## src/rtl/stage_io_pkg.sv

```systemverilog
// Shared opcode constants for the pipeline stages and the I/O stage helpers.
// Opcode encodings live here only; stages import this package rather than redefining them.
package stage_io_pkg;

   localparam int unsigned OPCODE_MSB = 3;
   localparam int unsigned OP_W       = OPCODE_MSB + 1;

   typedef logic [OPCODE_MSB:0] opcode_t;

   localparam opcode_t OP_NOP   = 4'd0;
   localparam opcode_t OP_INC   = 4'd1;
   localparam opcode_t OP_DEC   = 4'd2;
   localparam opcode_t OP_RIGHT = 4'd3;
   localparam opcode_t OP_LEFT  = 4'd4;
   localparam opcode_t OP_OUT   = 4'd5;
   localparam opcode_t OP_IN    = 4'd6;
   localparam opcode_t OP_JZ    = 4'd7;
   localparam opcode_t OP_JNZ   = 4'd8;

   // Decode helpers used by the I/O stage.
   function automatic logic is_out(input opcode_t op);
      return op == OP_OUT;
   endfunction

   function automatic logic is_in(input opcode_t op);
      return op == OP_IN;
   endfunction

endpackage

```

## src/rtl/stage_io_fifo.sv

```systemverilog
// Output FIFO for the I/O stage: registered head word, power-of-two depth.
// Push while full is honoured only together with a pop in the same cycle.
module stage_io_fifo #(
   parameter int unsigned D_WIDTH = 8,
   parameter int unsigned DEPTH   = 4
) (
   input  logic               clk,
   input  logic               reset,
   input  logic               push,
   input  logic [D_WIDTH-1:0] wd,
   input  logic               pop,
   output logic [D_WIDTH-1:0] rq,
   output logic               empty,
   output logic               full
);

   localparam int unsigned PTR_W = $clog2(DEPTH);
   localparam int unsigned CNT_W = $clog2(DEPTH) + 1;

   logic [D_WIDTH-1:0] mem [DEPTH];
   logic [PTR_W-1:0]   wr_ptr;
   logic [PTR_W-1:0]   rd_ptr;
   logic [PTR_W-1:0]   rd_ptr_next;
   logic [CNT_W-1:0]   count;
   logic               do_push;
   logic               do_pop;
   logic [D_WIDTH-1:0] rq_next;

   assign empty   = (count == '0);
   assign full    = (count == CNT_W'(DEPTH));
   assign do_pop  = pop && !empty;
   assign do_push = push && (!full || do_pop);

   // Head word for the next cycle; bypass the write when it lands on the new head slot.
   always_comb begin
      rd_ptr_next = rd_ptr + PTR_W'(do_pop);
      rq_next     = mem[rd_ptr_next];
      if (do_push && (wr_ptr == rd_ptr_next)) begin
         rq_next = wd;
      end
   end

   always_ff @(posedge clk) begin
      if (do_push) begin
         mem[wr_ptr] <= wd;
      end
   end

   always_ff @(posedge clk) begin
      if (reset) begin
         wr_ptr <= '0;
         rd_ptr <= '0;
         count  <= '0;
         rq     <= '0;
      end else begin
         wr_ptr <= wr_ptr + PTR_W'(do_push);
         rd_ptr <= rd_ptr_next;
         count  <= count + CNT_W'(do_push) - CNT_W'(do_pop);
         rq     <= rq_next;
      end
   end

endmodule

```

## src/rtl/stage_io.sv

```systemverilog
// I/O pipeline stage: passes operations from Modify to DWriteBack, stalls OP_IN until
// external input arrives, and pushes OP_OUT values into an output FIFO.
module stage_io
   import stage_io_pkg::*;
#(
   parameter int unsigned D_WIDTH    = 8,
   parameter int unsigned FIFO_DEPTH = 4
) (
   input  logic                clk,
   input  logic                reset,
   input  logic [OPCODE_MSB:0] operation_in,
   input  logic [D_WIDTH-1:0]  a_in,
   input  logic                drdy_in,
   output logic                ack,
   output logic [OPCODE_MSB:0] operation,
   output logic [D_WIDTH-1:0]  a,
   output logic                drdy,
   input  logic                ack_in,
   output logic [D_WIDTH-1:0]  out_data,
   output logic                out_valid,
   input  logic                out_ready,
   input  logic [D_WIDTH-1:0]  in_data,
   input  logic                in_valid,
   output logic                in_ready
);

   localparam logic [1:0] S_EMPTY   = 2'd0;
   localparam logic [1:0] S_HOLD    = 2'd1;
   localparam logic [1:0] S_WAIT_IN = 2'd2;

   logic [1:0]          state;
   logic [1:0]          state_next;
   opcode_t             op_next;
   logic [D_WIDTH-1:0]  a_next;
   logic                drdy_next;
   logic                accept;
   logic                out_block;
   logic                fifo_push;
   logic                fifo_pop;
   logic                fifo_empty;
   logic                fifo_full;

   assign out_valid = !fifo_empty;
   assign fifo_pop  = out_valid && out_ready;

   // Handshakes and next-state; OP_OUT is refused only when the FIFO cannot take it this edge.
   always_comb begin
      state_next = state;
      op_next    = operation;
      a_next     = a;
      drdy_next  = drdy;
      ack        = 1'b0;
      in_ready   = 1'b0;
      out_block  = is_out(operation_in) && fifo_full && !fifo_pop;

      case (state)
         S_EMPTY:   ack = !out_block;
         S_HOLD:    ack = ack_in && !out_block;
         default:   ack = 1'b0;
      endcase

      accept    = drdy_in && ack;
      fifo_push = accept && is_out(operation_in);

      case (state)
         S_EMPTY: ;
         S_HOLD: begin
            if (ack_in) begin
               state_next = S_EMPTY;
               drdy_next  = 1'b0;
            end
         end
         S_WAIT_IN: begin
            if (in_valid && !reset) begin
               in_ready   = 1'b1;
               a_next     = in_data;
               state_next = S_HOLD;
               drdy_next  = 1'b1;
            end
         end
         default: begin
            state_next = S_EMPTY;
            drdy_next  = 1'b0;
         end
      endcase

      if (accept) begin
         op_next = operation_in;
         if (is_in(operation_in)) begin
            state_next = S_WAIT_IN;
            drdy_next  = 1'b0;
         end else begin
            a_next     = a_in;
            state_next = S_HOLD;
            drdy_next  = 1'b1;
         end
      end
   end

   always_ff @(posedge clk) begin
      if (reset) begin
         state     <= S_EMPTY;
         operation <= OP_NOP;
         a         <= '0;
         drdy      <= 1'b0;
      end else begin
         state     <= state_next;
         operation <= op_next;
         a         <= a_next;
         drdy      <= drdy_next;
      end
   end

   stage_io_fifo #(
      .D_WIDTH (D_WIDTH),
      .DEPTH   (FIFO_DEPTH)
   ) u_fifo (
      .clk   (clk),
      .reset (reset),
      .push  (fifo_push),
      .wd    (a_in),
      .pop   (fifo_pop),
      .rq    (out_data),
      .empty (fifo_empty),
      .full  (fifo_full)
   );

endmodule

```

## config.mk

```make
export PLATFORM = sky130hd
export DESIGN_NAME = stage_io
export DESIGN_NICKNAME = d
export VERILOG_FILES = /design/src/rtl/stage_io_pkg.sv /design/src/rtl/stage_io_fifo.sv /design/src/rtl/stage_io.sv
export SDC_FILE = /design/constraint.sdc
export NUM_CORES = 1
export LEC_CHECK = 0
export ABC_AREA = 1
export CAP_MARGIN = 20
export CELL_PAD_IN_SITES_DETAIL_PLACEMENT = 2
export CELL_PAD_IN_SITES_GLOBAL_PLACEMENT = 2
export CORE_UTILIZATION = 35
export CTS_BUF_LIST = sky130_fd_sc_hd__clkbuf_8 sky130_fd_sc_hd__clkbuf_16
export DETAILED_ROUTE_END_ITERATION = 12
export PLACE_DENSITY = 0.84
export SLEW_MARGIN = 5
export SYNTH_ARGS = -nofsm -noshare
export SYNTH_HDL_FRONTEND = slang
export SYNTH_SLANG_ARGS = --single-unit
export TNS_END_PERCENT = 100
```

## constraint.sdc

```tcl
create_clock -name clk -period 5 [get_ports clk]
set_input_delay 1 -clock clk [delete_from_list [all_inputs] [get_ports clk]]
set_output_delay 1 -clock clk [all_outputs]
set_load 0.02 [all_outputs]
```

Yosys cells after proc, flatten, opt, wreduce, memory -nomap -nowiden --
Memory sizes are Yosys's and may differ from the RTL's. A register that Yosys moved wholly into a read port is not among the register bits. Cells that the tools add are included.
Word-level totals: input bits 26, memory bits (writable) 32, flip-flop bits (word level) 22, word-level logic and storage cells 57, memories kept 1
Memories:
- u_fifo.mem | depth 4, bits a word 8, rd ports 1, clocked after Yosys merged registers in 1, wr ports 1, line stage_io_fifo.sv:20 | logic [D_WIDTH-1:0] mem [DEPTH];
Operators by class: equality and inequality tests 8, multiplexer cells 19, reductions and logical operators 18, add/sub/neg operators 4
Operator list (count):
- 8-bit two-way mux | 4
- 1-bit logical AND | 9
- 4-bit by 3-bit == test with 1-bit output, second input constant | 2
- 1-bit two-way mux | 8
- 2-bit two-way mux | 4
- 3-bit inequality test, second input constant | 2
- 2-bit one-hot mux with 3 select lines | 1
- 1-bit zero test | 5
- 2-bit by 1-bit adder with 2-bit output | 2
- 3-bit by 1-bit adder with 3-bit output | 1
- 3-bit == test, second input constant | 1
- 3-bit zero test | 1
- 1-bit one-hot mux with 3 select lines | 1
- 3-bit AND reduction | 1
- 3-bit by 1-bit subtractor with 3-bit output | 1
- 2-bit by 1-bit == test with 1-bit output, second input constant | 1
- 2-bit == test, second input constant | 1
- 2-bit zero test | 1
- 2-bit inequality test, second input constant | 1
- 1-bit one-hot mux with 2 select lines | 1
- 1-bit logical OR | 1

Logic depth before layout (Yosys ltp) --
word-level depth 13, gate-level depth with buffers 13, depth with buffers taken out 13

Modules after synthesis --
Synthesis repeated with hierarchy kept, for this count alone.
Second synthesis, totals: cell total of the unflattened synthesis 334, area, all modules 2782.7 um^2
Modules (own cells, without submodules):
- stage_io_fifo | seq. area each 1261.2 um^2, cells an instance 218, area each 2034.5 um^2, times used 1
- stage_io | seq. area each 280.3 um^2, cells an instance 116, area each 748.2 um^2, times used 1

Worst setup path after synthesis --
No wires, ideal clock.
path kind input to output, start input port operation_in[1], end output port ack, cell stages on the path 6, slack 2399 ps, buffers on the path 0, arrival time 1601 ps, cells stage by stage inv_1 -> nand2_1 -> nor2_4 -> nand3_4 -> nand2_1 -> inv_1
Between the ends: cells in the longest elaborated chain, start to end 6
Ends and longest elaborated chain:
- start, declared | line stage_io.sv:11 | input logic [OPCODE_MSB:0] operation_in,
- 4-bit by 3-bit == test with 1-bit output * | line stage_io_pkg.sv:22 | return op == OP_OUT;
- 1-bit logical AND * (2 in series) | line stage_io.sv:54 | out_block = is_out(operation_in) && fifo_full && !fifo_pop;
- 1-bit zero test * | line stage_io.sv:57, stage_io.sv:58
- 1-bit logical AND | line stage_io.sv:58 | S_HOLD: ack = ack_in && !out_block;
- 1-bit one-hot mux with 2 select lines * | line stage_io.sv:56 | case (state)
- end, declared | line stage_io.sv:14 | output logic ack,
Every way passes the cells marked *; elsewhere a longest branch is shown, timed or not.

Worst setup path after layout --
start input port reset, end output port in_ready
Between the ends: cells in the longest elaborated chain, start to end 4
Ends and longest elaborated chain:
- start, declared | line stage_io.sv:10 | input logic reset,
- 1-bit zero test | line stage_io.sv:74 | if (in_valid && !reset) begin
- 1-bit logical AND | line stage_io.sv:74
- 1-bit two-way mux | line stage_io.sv:74
- 1-bit two-way mux | line stage_io.sv:65 | case (state)
- end, declared | line stage_io.sv:24 | output logic in_ready
Every way passes these cells.

==> results.md <==
Critical path:
- The startpoint identified for the worst register-to-register timing path is u_fifo.count[1].
- The endpoint identified for the worst register-to-register timing path is u_fifo.rq[6].
- The path length in cells of the critical path is 5.
- The worst endpoint data arrival time is 2.82 ns.
- The worst setup path is of the primary input to primary output kind.
- Counting cells, the worst reg-to-reg path comes to 10.
- The largest single stage delay on the critical path is between 0.6 and 0.7 ns.
- The number of buffer and inverter stages on the critical path is 3.
- The worst setup path is launched from a primary input.
- Walking the worst path, the cells encountered are clkdlybuf4s50_1 > nor2_1 > nand2_2 > inv_2 > clkdlybuf4s50_1.
- The slowest stage of the critical path belongs to the cell sky130_fd_sc_hd__clkdlybuf4s50_1.
- The maximum fanout along the worst path is 12.
- Data on the critical path is required at its endpoint by 4.00 ns.
- The worst setup slack for register-to-register paths is 2.55 ns.
- The critical path's top delay family is buffers and inverters.
- The kind of end point of the critical path is a primary output.
- The cell repeated most along the worst path is sky130_fd_sc_hd__clkdlybuf4s50_1.

Synthesis:
- The cell taking the most area after synthesis is sky130_fd_sc_hd__edfxtp_1.
- Averaged over all synthesized cells, the footprint is 9.69 µm².
- The flip-flop and latch count after synthesis is 61.
- The portion of the post-synthesis area used by sequential elements is 0.549.
- The total nets after synthesis is 321.
- The warning count from the yosys run is 0.
- The predominant post-synthesis flop cell is sky130_fd_sc_hd__edfxtp_1.
- After synthesis, the cell types taking the most area are sky130_fd_sc_hd__edfxtp_1 (34%), sky130_fd_sc_hd__dfxtp_1 (21%), sky130_fd_sc_hd__nor2_1 (8.3%).
- The mapped netlist covers 2810 µm².
- After synthesis, the most frequently instantiated cells are sky130_fd_sc_hd__nor2_1 (62), sky130_fd_sc_hd__nand2_1 (47), sky130_fd_sc_hd__edfxtp_1 (32), sky130_fd_sc_hd__dfxtp_1 (29), sky130_fd_sc_hd__inv_1 (24).
- Synthesis instantiated 32 different standard cells from the library.
- The fraction of registers with async set/reset is 0.
- The number of flops mapped to enable cells by yosys is 32.
- The share of Yosys cell area claimed by the top area cell type is 0.342.
- The most numerous cell in the Yosys netlist is sky130_fd_sc_hd__nor2_1.
- Synthesis produced a netlist whose cell count is a little under 300.

Place:
- The placement-stage worst setup slack is about 1.2 ns.
- Buffers placed on the I/O ports in this run total 49.
- The number of placed instances with taps included is 435.
- The HPWL after detailed placement is around 5500 µm.
- The final weighted congestion in routability-driven placement is ~0.75.

Worst hold path:
- The worst hold path begins at operation[0].
- The worst hold-check path type is flop to flop.
- The cell depth of the worst hold path is 2.
- For hold timing, the worst endpoint is operation[0].

CTS:
- The post-CTS setup repair buffer count is 0.
- The number of buffers inserted for hold repair after clock tree synthesis is 0.
- The deepest level of the CTS H-tree is 3.
- The TritonCTS clock tree is yes.
- Counting the buffers created by CTS gives 9.
- After clock tree synthesis, the clock-pin slew on the worst setup and hold paths is 0.08 ns.
- The clock passes through at most 2 buffers.
- The worst-skew pair later-pin latency is 0.35 ns.
- The number of gates given a new drive strength after cts is 0.
- The buffer cell driving the clock tree root is sky130_fd_sc_hd__clkbuf_8.
- The number of clock sinks seen by CTS is 61.

Power:
- VDD sags by at most 0.000142 V.
- The total power density per cell area is between 500 and 600 nW/µm².
- The leakage dissipation is between 1 and 1.5 nW.

STA:
- Setup repair after global routing left no endpoint under its margin.
- The count of endpoints failing setup in the final report is 0.
- The final clock period utilization by the worst path is 0.764.
- The routed design could run at a clock period as short as 3.82 ns.
- The slew at the pin closest to its max-slew limit is 0.893 ns.
- Between clock sinks in the finished design, the worst skew comes to roughly 0.013 ns.
- The final-report hold violation count came to 0.
- The final total negative setup slack is 0 ns.
- The worst-case setup margin in the final layout is 1.18 ns.
- The final number of max-transition violations is 0.
- The worst-case headroom to the max-slew limit is 0.403.
- Static timing analysis puts the maximum clock frequency at around 260 MHz.
- Hold timing on the final database bottoms out at a slack of between 0.4 and 0.5 ns.

GRT:
- The number of antenna violations at the first check in global routing is 0.
- Entering global routing, the biggest net connects 21 pins.
- In the global route stage, overall resource usage came out at 0.208.
- The total grt overflow is 0.
- The via count of the first global-routing pass is 2434.
- The first global-routing pass estimated 12800 µm of wire.

Die:
- The die is ~90 µm tall.
- From left edge to right edge, the die measures around 92 µm.
- In this run the standard cell core region covers a little under 8000 µm².
- The die area is 8390 µm².
- The initialized floorplan defines 32 standard-cell rows.
- The total I/O pin count is 50.
- For this configuration, the core starts out at a cell density of 0.364.

Detailed routing:
- The antenna violation net count after detailed routing is 0.
- The post-detailed-routing wire length is 7750 µm.
- Before antenna repair, the detailed router went through 4 iterations.
- In the routed design, unresolved DRC markers number 0.
- The total number of vias is 2175.
- In the final routed layout, each cell accounts on average for 17.2 µm.
- The first routing iteration left ~50 violations.
- After detailed routing, the number of vias per cell comes to 4.82.

Run:
- Max-cap violations in this run came to 0.

Finish:
- The final layout contains 375 nets.
- The number of standard cells in the layout, taps in and fillers out is 451.
- The filler cells instantiated in the layout total just under 800.
- Compared with the post-synthesis result, the final layout area differs by 28.3%.
- The number of antenna diodes in the final layout is 0.
- In the final layout, the share of cells above drive strength 1 is 0.138.

Run status:
- The run finished with clean final reports.
[registers in the layout (all words and copies together) (netlist names)]
name and flops:
u_fifo.count 3, u_fifo.wr_ptr 2, operation 4, u_fifo.rd_ptr 2, u_fifo.rq 8, a 8, state 2, u_fifo.mem 32
[report_power, final]
group          switching (mW)  total [mW]  leakage (nW)  internal [mW]
Combinational           0.498       0.795         0.784          0.297
Sequential             0.0259       0.613         0.528          0.587
Clock                   0.205       0.484         0.114          0.279
[stage by stage]
| stage | power (mW) | utilization | area, µm² |
|---|---|---|---|
| floorplan | 1.17 | - | 2810 |
| global placement | 1.39 | 0.439 | 3390 |
| detailed placement | 1.42 | 0.439 | 3390 |
| CTS | 1.91 | 0.466 | 3600 |
| global route | 2.01 | 0.466 | 3600 |
| finish | 1.89 | 0.466 | 3600 |
[worst register-to-register path: stages, from the launching register on]
cell and delay (ns):
sky130_fd_sc_hd__dfxtp_1 0.33, sky130_fd_sc_hd__nor2_1 0.13, sky130_fd_sc_hd__nand2_2 0.07, sky130_fd_sc_hd__nand2_2 0.11
sky130_fd_sc_hd__inv_2 0.05, sky130_fd_sc_hd__ha_1 0.69, sky130_fd_sc_hd__inv_2 0.31, sky130_fd_sc_hd__o211ai_1 0.31
sky130_fd_sc_hd__o31ai_2 0.12, sky130_fd_sc_hd__nor2_1 0.16, sky130_fd_sc_hd__nor2_1 0.07
[metal layers]
layer | wire length [µm] | global-route usage | share of wire
met3 | 203 | 0.0461 | 0.026
met2 | 3930 | 0.357 | 0.51
met4 | 130 | 0.0767 | 0.017
met1 | 3490 | 0.253 | 0.45
met5 | 0 | 0 | 0
[kinds of logic (layout without fill, tap and decap cells)]
| logic type | count (synthesis) | after routing | synth area share |
|---|---|---|---|
| flops | 61 | 61 | 0.549 |
| buf+inv | 41 | 100 | 0.0650 |
| simple gates | 153 | 153 | 0.269 |
| compound gates | 27 | 27 | 0.0806 |
| xor+xnor | 3 | 3 | 0.0120 |
| fa+ha+maj | 5 | 5 | 0.0249 |
[worst max path at each step]
stage	slack (ns)	from	to
after floorplan	2.40	operation_in[1]	ack
after CTS	1.16	reset	in_ready
after detailed placement	1.19	reset	in_ready
after global placement	1.23	reset	in_ready
final	1.18	reset	in_ready
after global routing	1.03	reset	in_ready
[cells in the final DEF, fill, tap and decap left out, drive strengths merged]
cell | Yosys | final
a21oi | 7 | 7
and3 | 1 | 1
buf | 4 | 2
bufinv | 0 | 2
clkbuf | 4 | 9
clkdlybuf4s50 | 0 | 49
clkinv | 1 | 5
dfxtp | 29 | 29
edfxtp | 32 | 32
fa | 1 | 1
ha | 4 | 4
inv | 32 | 33
nand2 | 51 | 51
nand3 | 21 | 21
nand4 | 2 | 2
nor2 | 67 | 67
nor3 | 3 | 3
o211ai | 8 | 8
o21ai | 4 | 4
o31ai | 8 | 8
or2 | 8 | 8
xnor2 | 2 | 2
xor2 | 1 | 1
[area by class of cell]
class,count,area [µm²],share of cell area
clock buffer,9,124,0.0344
clock inverter,7,91.3,0.0253
inverter,33,129,0.0358
multi-input combinational,188,1090,0.301
sequential,61,1540,0.428
tap,102,128,0.0354
timing repair buffer,51,505,0.140
Note: power is estimated with default switching activity, not from simulation.
